<file path="src/rtl/snake_body_reader.sv">
// Snapshot-and-stream reader for the packed snake-body coordinate registers.
// Streams segments head first over a valid/ready handshake and flags a query-point hit.
module snake_body_reader #(
   parameter int SEG_W     = 4,
   parameter int MAX_SEG   = 4,
   parameter int SKIP_HEAD = 1,
   localparam int IDX_W    = (MAX_SEG > 1) ? $clog2(MAX_SEG) : 1
) (
   input  logic                     clk,
   input  logic                     rst,
   input  logic                     start,
   input  logic [3:0]               len,
   input  logic [SEG_W*MAX_SEG-1:0] body_x,
   input  logic [SEG_W*MAX_SEG-1:0] body_y,
   input  logic [SEG_W-1:0]         qx,
   input  logic [SEG_W-1:0]         qy,
   output logic                     seg_valid,
   input  logic                     seg_ready,
   output logic [SEG_W-1:0]         seg_x,
   output logic [SEG_W-1:0]         seg_y,
   output logic [IDX_W-1:0]         seg_idx,
   output logic                     seg_last,
   output logic                     busy,
   output logic                     done,
   output logic                     hit
);

   typedef enum logic [1:0] {S_IDLE, S_SCAN, S_DONE} state_t;

   state_t                     state, state_nxt;
   logic [SEG_W*MAX_SEG-1:0]   x_p0, y_p0;
   logic [SEG_W-1:0]           qx_p0, qy_p0;
   logic [IDX_W-1:0]           last_p0;
   logic [IDX_W-1:0]           idx;
   logic [SEG_W-1:0]           cur_x, cur_y;
   logic                       cur_last;
   logic                       accept, xfer;

   // Index of the final segment: len+1 segments, clamped to what the registers hold.
   function automatic logic [IDX_W-1:0] sat_last(input logic [3:0] l);
      if (int'(l) >= MAX_SEG - 1)
         return IDX_W'(MAX_SEG - 1);
      return IDX_W'(l);
   endfunction

   assign accept   = (state == S_IDLE) && start;
   assign xfer     = (state == S_SCAN) && seg_ready;
   assign cur_x    = x_p0[SEG_W*idx +: SEG_W];
   assign cur_y    = y_p0[SEG_W*idx +: SEG_W];
   assign cur_last = (idx == last_p0);

   always_ff @(posedge clk or negedge rst) begin
      if (!rst)
         state <= S_IDLE;
      else
         state <= state_nxt;
   end

   always_comb begin
      state_nxt = state;
      case (state)
         S_IDLE:  if (start) state_nxt = S_SCAN;
         S_SCAN:  if (seg_ready && cur_last) state_nxt = S_DONE;
         S_DONE:  state_nxt = S_IDLE;
         default: state_nxt = S_IDLE;
      endcase
   end

   // Snapshot stage: body, query and length are frozen at the accepted start.
   always_ff @(posedge clk or negedge rst) begin
      if (!rst) begin
         x_p0    <= '0;
         y_p0    <= '0;
         qx_p0   <= '0;
         qy_p0   <= '0;
         last_p0 <= '0;
         idx     <= '0;
         hit     <= 1'b0;
      end else if (accept) begin
         x_p0    <= body_x;
         y_p0    <= body_y;
         qx_p0   <= qx;
         qy_p0   <= qy;
         last_p0 <= sat_last(len);
         idx     <= '0;
         hit     <= 1'b0;
      end else if (xfer) begin
         if (int'(idx) >= SKIP_HEAD && cur_x == qx_p0 && cur_y == qy_p0)
            hit <= 1'b1;
         if (!cur_last)
            idx <= idx + 1'b1;
      end
   end

   // Stream stage: segment fields are forced to zero whenever no segment is offered.
   always_comb begin
      seg_valid = (state == S_SCAN);
      seg_x     = '0;
      seg_y     = '0;
      seg_idx   = '0;
      seg_last  = 1'b0;
      if (seg_valid) begin
         seg_x    = cur_x;
         seg_y    = cur_y;
         seg_idx  = idx;
         seg_last = cur_last;
      end
      busy = (state != S_IDLE);
      done = (state == S_DONE);
   end

endmodule

</file>
<file path="config.mk">
export PLATFORM = sky130hd
export DESIGN_NAME = snake_body_reader
export DESIGN_NICKNAME = d
export VERILOG_FILES = /design/src/rtl/snake_body_reader.sv
export SDC_FILE = /design/constraint.sdc
export NUM_CORES = 1
export LEC_CHECK = 0
export BUFFER_PORTS_ARGS = -buffer_cell sky130_fd_sc_hd__buf_2
export CORE_MARGIN = 5
export CORE_UTILIZATION = 46
export DETAILED_ROUTE_END_ITERATION = 8
export MAX_ROUTING_LAYER = met4
export PLACE_DENSITY = 0.75
export SLEW_MARGIN = 20
export SYNTH_ARGS = -nofsm -noshare
export SYNTH_HDL_FRONTEND = slang
export SYNTH_SLANG_ARGS = --single-unit
</file>
<file path="constraint.sdc">
create_clock -name clk -period 1.9 [get_ports clk]
set_clock_uncertainty 0.2 [all_clocks]
set_input_delay 0.475 -clock clk [delete_from_list [all_inputs] [get_ports clk]]
set_output_delay 0.475 -clock clk [all_outputs]
set_load 0.1 [all_outputs]
</file>
==> results_dict.tcl, run 1 <==
set metrics [dict create \
    status "finished with violations" \
    violations "setup timing" \
    grt_most_used_layer "met2" \
    cp_num_buf_inv 2 \
    wirelength_mm 4.778 \
    rows 25 \
    critical_path_arrival_ns 1.72 \
    drive_gt1_share_pct 68.00 \
    yosys_warnings 0 \
    grt_pass1_vias 1622 \
    ios 63 \
    core_area_sq_um 4692 \
    ys_ff_latch 47 \
    pre_cts_slack_ns -0.3685 \
    fp.dieW_um 79.19 \
    slew_headroom_pct 67.81 \
    path_clk_slew_ns 0.08 \
    start_util_pct 46.93 \
    crit_start "idx[0]$_DFFE_PN0P_" \
    avgViaCountPerCell 5.095 \
    synth.distinct_cells 27 \
    hold_viol_final 0 \
    clock.fmax_mhz 417.2 \
    tightestPinTransition_ns 0.4862 \
    met1_usage_pct 20.37 \
    min_path_type "in -> reg" \
    cp.depth 4 \
    syn_area_per_cell_sq_um 14.39 \
    hpwl_mm 3.403 \
    drtPass1Iterations 4 \
    r2r-end "hit$_DFFE_PN0P_" \
    timing.rr.start "idx[0]$_DFFE_PN0P_" \
    ctsHtreeMaxLevel 2 \
    drv_slew 0 \
    clock_latency_ns 0.29 \
    die_y_um 79.19 \
    cp-end-kind "primary output" \
    crit_path_cell_trace "clkbuf_16 > mux4_2 > and2_4 > buf_12" \
    rrSetupSlack_ns -0.27 \
    max_stage_delay_ns 0.51 \
    clock-root-buffer "clkbuf_8" \
    gr-usage-met3_pct 2.948 \
    max_cap_viol_count 0 \
    antenna_found_initial 0 \
    timing.final.crit_share_pct 126.1 \
    place_congestion 0.7359 \
    cts_buffers 5 \
    crit_family "multiplexers" \
    cts_sinks 47 \
    finalCriticalPeriod_ns 2.397 \
    gr-usage-met2_pct 27.61 \
    synth_top_cell_by_area "dfrtp_1" \
    fin_ws_ns -0.4968 \
    path_max_fanout 4 \
    critical_path_class "reg -> out" \
    reg2regPathDepth 7 \
    yosysSeqAreaShare_pct 53.41 \
    crit_slowest_cell "mux4_2" \
    setup-tns-final_ns -4.878 \
    grt_max_degree 48 \
    ant_nets 0 \
    cts_tree "built" \
    synth_area_sq_um 2202 \
    portBuffers 62 \
    final_util_pct 68.96 \
    num_vias 1549 \
    wl_per_cell_um 15.72 \
    grt_pass1_wl_mm 7.769 \
    multi_input_area_sq_um 1027 \
    drc 0 \
    areaGrowthSynthToFinish_pct 46.93 \
    antenna_cells 0 \
    critPathLaunchType "register" \
    yosysTopAreaCellShare_pct 53.41 \
    synthCells 153 \
    critPathRequiredTime_ns 1.22 \
    syn_nets 202 \
    synth.area.top_cells "dfrtp_1, mux2_2, mux4_1" \
    seqCellArea_sq_um 1177 \
    setup_viol 14 \
    fill_cells 311 \
    drt_iter0_markers 113 \
    nets 298 \
    cts_buffer_depth 2 \
    grt-ovfl-total 0 \
    rsz0062_at_grt "true" \
    track_usage_pct 16.44 \
    crit_end "seg_y[3]" \
    die-area_sq_um 6271 \
]
## layout by cell type, fill, tap and decap left out, types with 3 or more instances in the layout
master,netlist,final
nor2_1,6,5
buf_12,0,17
clkbuf_8,0,5
mux2_2,40,40
mux4_2,3,8
xor2_1,8,8
buf_6,1,8
nor3_1,4,4
buf_4,1,22
and2_4,0,10
buf_2,5,48
inv_1,3,3
dfrtp_1,47,46
## area by class of cell
cell class                 count  area share [%]
clock buffer                   7           2.359
clock inverter                 1          0.1547
inverter                       3          0.3480
multi-input combinational     95           31.75
sequential                    47           36.39
tap                           54           2.088
timing repair buffer          97           26.91
## what timing repair did
action                                  CTS  global route
pin swaps                                14             2
hold buffers                              1             0
hold endpoints to repair                 47             0
buffers inserted                          4             5
cloned                                    1             0
gates resized for setup                  55             6
endpoints found under the setup margin   14            33
## registers in the layout (all words and copies together) (netlist names)
register / count
hit: 1
idx: 2
last_p0: 2
qx_p0: 4
qy_p0: 4
state: 2
x_p0: 16
y_p0: 16
## synth_stat cells (all sizes together)
library cell and count:
nor2 6, mux2i 1, a31o 1, nor4 1, ha 1, nand3b 1
xnor2 3, dfrtp 47, nor3 4, buf 7, a21o 1, xor2 8
mux2 40, and3 1, nand3 1, a21oi 3, clkbuf 1, mux4 8
and2 10, nor2b 3, nand2 1, inv 3, or2 1
## worst min-delay path by stage
stage	start	end	slack (ns)	cells after the start
floorplan	rst	hit$_DFFE_PN0P_	-0.02	0
global placement	rst	y_p0[6]$_DFFE_PN0P_	0.28	2
detailed placement	rst	y_p0[5]$_DFFE_PN0P_	0.27	2
CTS	body_x[1]	x_p0[1]$_DFFE_PN0P_	0.20	2
global route	body_y[11]	y_p0[11]$_DFFE_PN0P_	0.20	2
finish	body_x[1]	x_p0[1]$_DFFE_PN0P_	0.21	2
## through the flow
| step | hold slack [ns] | instance area, sq um | instances |
|---|---|---|---|
| 5_1_grt | 0.1980 | 3236 | 304 |
| 6_report | 0.2104 | 3236 | 304 |
| 2_1_floorplan | -0.02059 | 2263 | 153 |
| 4_1_cts | 0.2006 | 3188 | 300 |
| 3_5_place_dp | 0.2741 | 2879 | 286 |
| 3_3_place_gp | 0.2771 | 2879 | 286 |
## per-layer routing
metal	routed length, um	vias to the layer above
met5	0	-
met4	65	0
met3	152	6
met2	2542	35
met1	2018	772
li1	-	736
## kinds of logic after synthesis
family,share of synthesized area [%]
multiplexers,29.94
flip-flops,53.41
AND/OR/NAND/NOR,7.614
XOR/XNOR,4.375
buffers and inverters,2.670
AO/OA/AOI/OAI,1.420
adder cells (fa/ha/maj),0.5681
Power of run 1 is not shown: default switching activity piles up to over one toggle a cycle in this logic, so the estimate is an artifact.
==> inputs of run 2 (changes only) <==
Settings changed: CORE_UTILIZATION 46 to 40, PLACE_DENSITY 0.75 to 0.67, SETUP_SLACK_MARGIN set to 0.3.
==> results_dict.tcl, run 2 (same netlist as run 1, synthesis figures left out) <==
set metrics [dict create \
    crit_start "idx[0]$_DFFE_PN0P_" \
    min_path_type "in -> reg" \
    fill_cells 364 \
    fp.dieW_um 84.20 \
    grt_max_degree 48 \
    ios 63 \
    critPathRequiredTime_ns 1.22 \
    reg2regPathDepth 6 \
    multi_input_area_sq_um 1232 \
    clock_latency_ns 0.31 \
    max_cap_viol_count 0 \
    antenna_found_initial 0 \
    grt_most_used_layer "met2" \
    grt_pass1_vias 1886 \
    crit_slowest_cell "mux4_2" \
    gr-usage-met3_pct 3.140 \
    reg.largest.list "x_p0 (16), y_p0 (16)" \
    core_area_sq_um 5439 \
    ctsHtreeMaxLevel 2 \
    crit_path_cell_trace "buf_6 > mux4_2 > and2_4 > buf_12" \
    most-common-layout-cells "dfrtp_1, buf_2, mux2_4" \
    portBuffers 62 \
    max_stage_delay_ns 0.53 \
    final_cell_area_sq_um 3886 \
    path_clk_slew_ns 0.10 \
    setup_viol 59 \
    hold_viol_final 0 \
    crit_end "seg_x[0]" \
    num_vias 1720 \
    seqCellArea_sq_um 1176 \
    hpwl_mm 3.621 \
    slew_headroom_pct 81.82 \
    nets 329 \
    drtPass1Iterations 6 \
    critical_path_class "reg -> out" \
    grt_pass1_wl_mm 9.349 \
    drv_slew 0 \
    setup-tns-final_ns -12.74 \
    r2r-end "hit$_DFFE_PN0P_" \
    tightestPinTransition_ns 0.2707 \
    wl_per_cell_um 17.93 \
    timing.rr.start "idx[0]$_DFFE_PN0P_" \
    rrSetupSlack_ns -0.26 \
    met1_usage_pct 21.60 \
    pre_cts_slack_ns -0.3095 \
    violations "setup timing" \
    rsz0062_at_grt "true" \
    rows 27 \
    cts_buffers 5 \
    track_usage_pct 17.47 \
    timing.final.crit_share_pct 126.6 \
    wirelength_mm 6.328 \
    cts_buffer_depth 2 \
    ant_nets 0 \
    antenna_cells 0 \
    place_congestion 0.7520 \
    finalCriticalPeriod_ns 2.405 \
    path_max_fanout 3 \
    critical_path_arrival_ns 1.73 \
    clock.fmax_mhz 415.7 \
    critPathLaunchType "register" \
    clock-root-buffer "clkbuf_8" \
    start_util_pct 40.49 \
    status "finished with violations" \
    place_area_sq_um 3176 \
    die_y_um 84.20 \
    cts_tree "built" \
    cp-end-kind "primary output" \
    avgViaCountPerCell 4.873 \
    areaGrowthSynthToFinish_pct 76.48 \
    fin_ws_ns -0.5055 \
    die-area_sq_um 7089 \
    cts_sinks 47 \
    grt-ovfl-total 0 \
    drive_gt1_share_pct 74.38 \
    drt_iter0_markers 63 \
    gr-usage-met2_pct 29.91 \
    drc 0 \
]
run 2: changes by cell type in the layout (fill, tap and decap cells not counted), sizes merged:
cell,change
bufbuf,+1
buf,+31
clkinv,+2
clkbuf,-3
run 2: critical path, delay by kind of cell (launching register included):
| family | cells | cell delay (ns) |
|---|---|---|
| buffers and inverters | 2 | 0.31 |
| flip-flops | 1 | 0.43 |
| multiplexers | 1 | 0.53 |
| AND/OR/NAND/NOR | 1 | 0.17 |
run 2: area by class of cell:
cell class,count,area share [%]
repair buffers,128,33.26
multi-input cells,95,31.71
flip-flops and latches,47,30.26
well taps,72,2.318
clock buffers,5,1.771
clock inverters,3,0.3863
inverters,3,0.2898
run 2: stage by stage:
| stage | std cells | util (%) | hold WS, ns |
|---|---|---|---|
| floorplan | 153 | - | -0.02059 |
| global placement | 320 | 58.39 | 0.2753 |
| detailed placement | 320 | 58.39 | 0.2762 |
| CTS | 345 | 68.25 | 0.2000 |
| global route | 353 | 71.45 | 0.1937 |
| finish | 353 | 71.45 | 0.1942 |
run 2: worst min path at each step:
stage	startpoint	end	slack (ns)	cells after the start
global route	body_y[5]	y_p0[5]$_DFFE_PN0P_	0.19	2
global placement	rst	y_p0[6]$_DFFE_PN0P_	0.28	2
CTS	body_y[1]	y_p0[1]$_DFFE_PN0P_	0.20	2
detailed placement	rst	y_p0[6]$_DFFE_PN0P_	0.28	2
floorplan	rst	hit$_DFFE_PN0P_	-0.02	0
finish	body_y[4]	y_p0[4]$_DFFE_PN0P_	0.19	2
run 2: repair_timing:
action,4_1_cts,5_1_grt
resized for setup,62,21
buffers inserted,11,8
endpoints found under the hold margin,47,0
endpoints found under the setup margin,61,61
pin swaps,9,6
hold buffers,1,0
cloned,5,0
run 2: routing by layer:
layer  wire (um)  up-vias
met4          38        0
met5           0        -
met1        2556      876
met2        3483       44
li1            -      795
met3         250        5
Power of run 2 is left out for the same reason.
==> inputs of run 3 (changes only) <==
Settings changed: CTS_BUF_LIST set to sky130_fd_sc_hd__clkbuf_16, PLACE_DENSITY 0.67 to unset, SKIP_CTS_REPAIR_TIMING set to 1.
Clock period 1.9 ns to 2.85 ns, I/O delays scaled along.
==> results_dict.tcl, run 3 (same netlist as run 1, synthesis figures left out) <==
set metrics [dict create \
    clock.fmax_mhz 385.3 \
    place_congestion 0.7048 \
    dp_cells 285 \
    drv_slew 0 \
    rows 27 \
    start_util_pct 40.49 \
    drtPass1Iterations 2 \
    place_area_sq_um 2691 \
    setup_viol 0 \
    grt_max_degree 49 \
    cts_buffer_depth 2 \
    cp-end-kind "primary output" \
    min_path_type "reg -> reg" \
    fp.dieW_um 84.20 \
    avgViaCountPerCell 4.813 \
    antenna_cells 0 \
    tightestPinTransition_ns 0.5868 \
    antenna_found_initial 0 \
    most-common-layout-cells "buf_2, dfrtp_1, mux2_2" \
    critical_path_arrival_ns 1.68 \
    status "finished clean" \
    cts_buffers 5 \
    rrSetupSlack_ns 0.80 \
    rsz0062_at_grt "true" \
    drive_gt1_share_pct 63.88 \
    fin_ws_ns 0.2544 \
    core_area_sq_um 5439 \
    path_max_fanout 7 \
    slew_headroom_pct 60.88 \
    grt_pass1_wl_mm 7.465 \
    areaGrowthSynthToFinish_pct 36.99 \
    final_cells 299 \
    clock_latency_ns 0.29 \
    crit_start "idx[0]$_DFFE_PN0P_" \
    wirelength_mm 4.517 \
    finalCriticalPeriod_ns 2.596 \
    fill_cells 476 \
    r2r-end "hit$_DFFE_PN0P_" \
    critPathLaunchType "register" \
    drc 0 \
    clock-root-buffer "clkbuf_16" \
    drt_iter0_markers 82 \
    cts_tree "built" \
    track_usage_pct 13.68 \
    path_clk_slew_ns 0.07 \
    die_y_um 84.20 \
    grt-ovfl-total 0 \
    cts_sinks 47 \
    max_cap_viol_count 0 \
    pre_cts_slack_ns 0.3158 \
    final_cell_area_sq_um 3017 \
    nets 275 \
    wl_per_cell_um 15.11 \
    hpwl_mm 3.131 \
    die-area_sq_um 7089 \
    critical_path_class "reg -> out" \
    portBuffers 62 \
    ios 63 \
    multi_input_area_sq_um 992.2 \
    num_vias 1439 \
    seqCellArea_sq_um 1177 \
    crit_end "seg_x[3]" \
    ctsHtreeMaxLevel 2 \
    timing.final.crit_share_pct 91.07 \
    reg.largest.list "x_p0 (16), y_p0 (16)" \
    grt_pass1_vias 1541 \
    timing.rr.start "idx[0]$_DFFE_PN0P_" \
    critPathRequiredTime_ns 1.94 \
    layout_commonest_cell "buf_2" \
    ant_nets 0 \
    reg2regPathDepth 6 \
    hold_viol_final 0 \
]
==> run 3: cell count changes in the layout (fill, tap and decap cells not counted), sizes merged <==
cell / before / now
bufbuf: 1 / 0
clkinvlp: 0 / 1
dlygate4sd3: 1 / 0
buf: 126 / 74
clkinv: 3 / 0
inv: 3 / 5
==> run 3: how the worst min path moves through the flow <==
stage	from	end	slack, ns	depth (start not counted)
6_report	x_p0[13]$_DFFE_PN0P_	x_p0[13]$_DFFE_PN0P_	0.30	1
5_1_grt	x_p0[13]$_DFFE_PN0P_	x_p0[13]$_DFFE_PN0P_	0.32	1
4_1_cts	y_p0[5]$_DFFE_PN0P_	y_p0[5]$_DFFE_PN0P_	0.30	1
3_5_place_dp	y_p0[6]$_DFFE_PN0P_	y_p0[6]$_DFFE_PN0P_	0.29	1
3_3_place_gp	y_p0[6]$_DFFE_PN0P_	y_p0[6]$_DFFE_PN0P_	0.29	1
2_1_floorplan	rst	hit$_DFFE_PN0P_	0.22	0
==> run 3: area by class of cell <==
type / count / area share [%]
inverters: 3 / 0.3733
well taps: 72 / 2.986
flip-flops and latches: 47 / 39.03
clock buffers: 5 / 4.148
repair buffers: 74 / 19.91
clock inverters: 3 / 0.6636
multi-input cells: 95 / 32.89
==> run 3: layer usage <==
layer / global-route usage, % / share of wire [%]
met1: 17.37 / 45
met5: - / 0
met2: 20.88 / 47
met4: 3.947 / 1.2
met3: 4.612 / 6.8
==> run 3: metrics by stage <==
step / hold slack, ns / util, % / setup TNS, ns
2_1_floorplan: 0.2169 / - / 0
4_1_cts: 0.3030 / 52.15 / -0.004262
3_3_place_gp: 0.2854 / 49.48 / 0
6_report: 0.3041 / 55.46 / 0
5_1_grt: 0.3154 / 55.46 / 0
3_5_place_dp: 0.2887 / 49.48 / 0
==> run 3: critical path, stage by stage (launching register included) <==
cell and delay (ns):
dfrtp_1 0.38, buf_6 0.16, mux4_2 0.51, and2_4 0.18
buf_12 0.16
Power of run 3 is left out for the same reason.
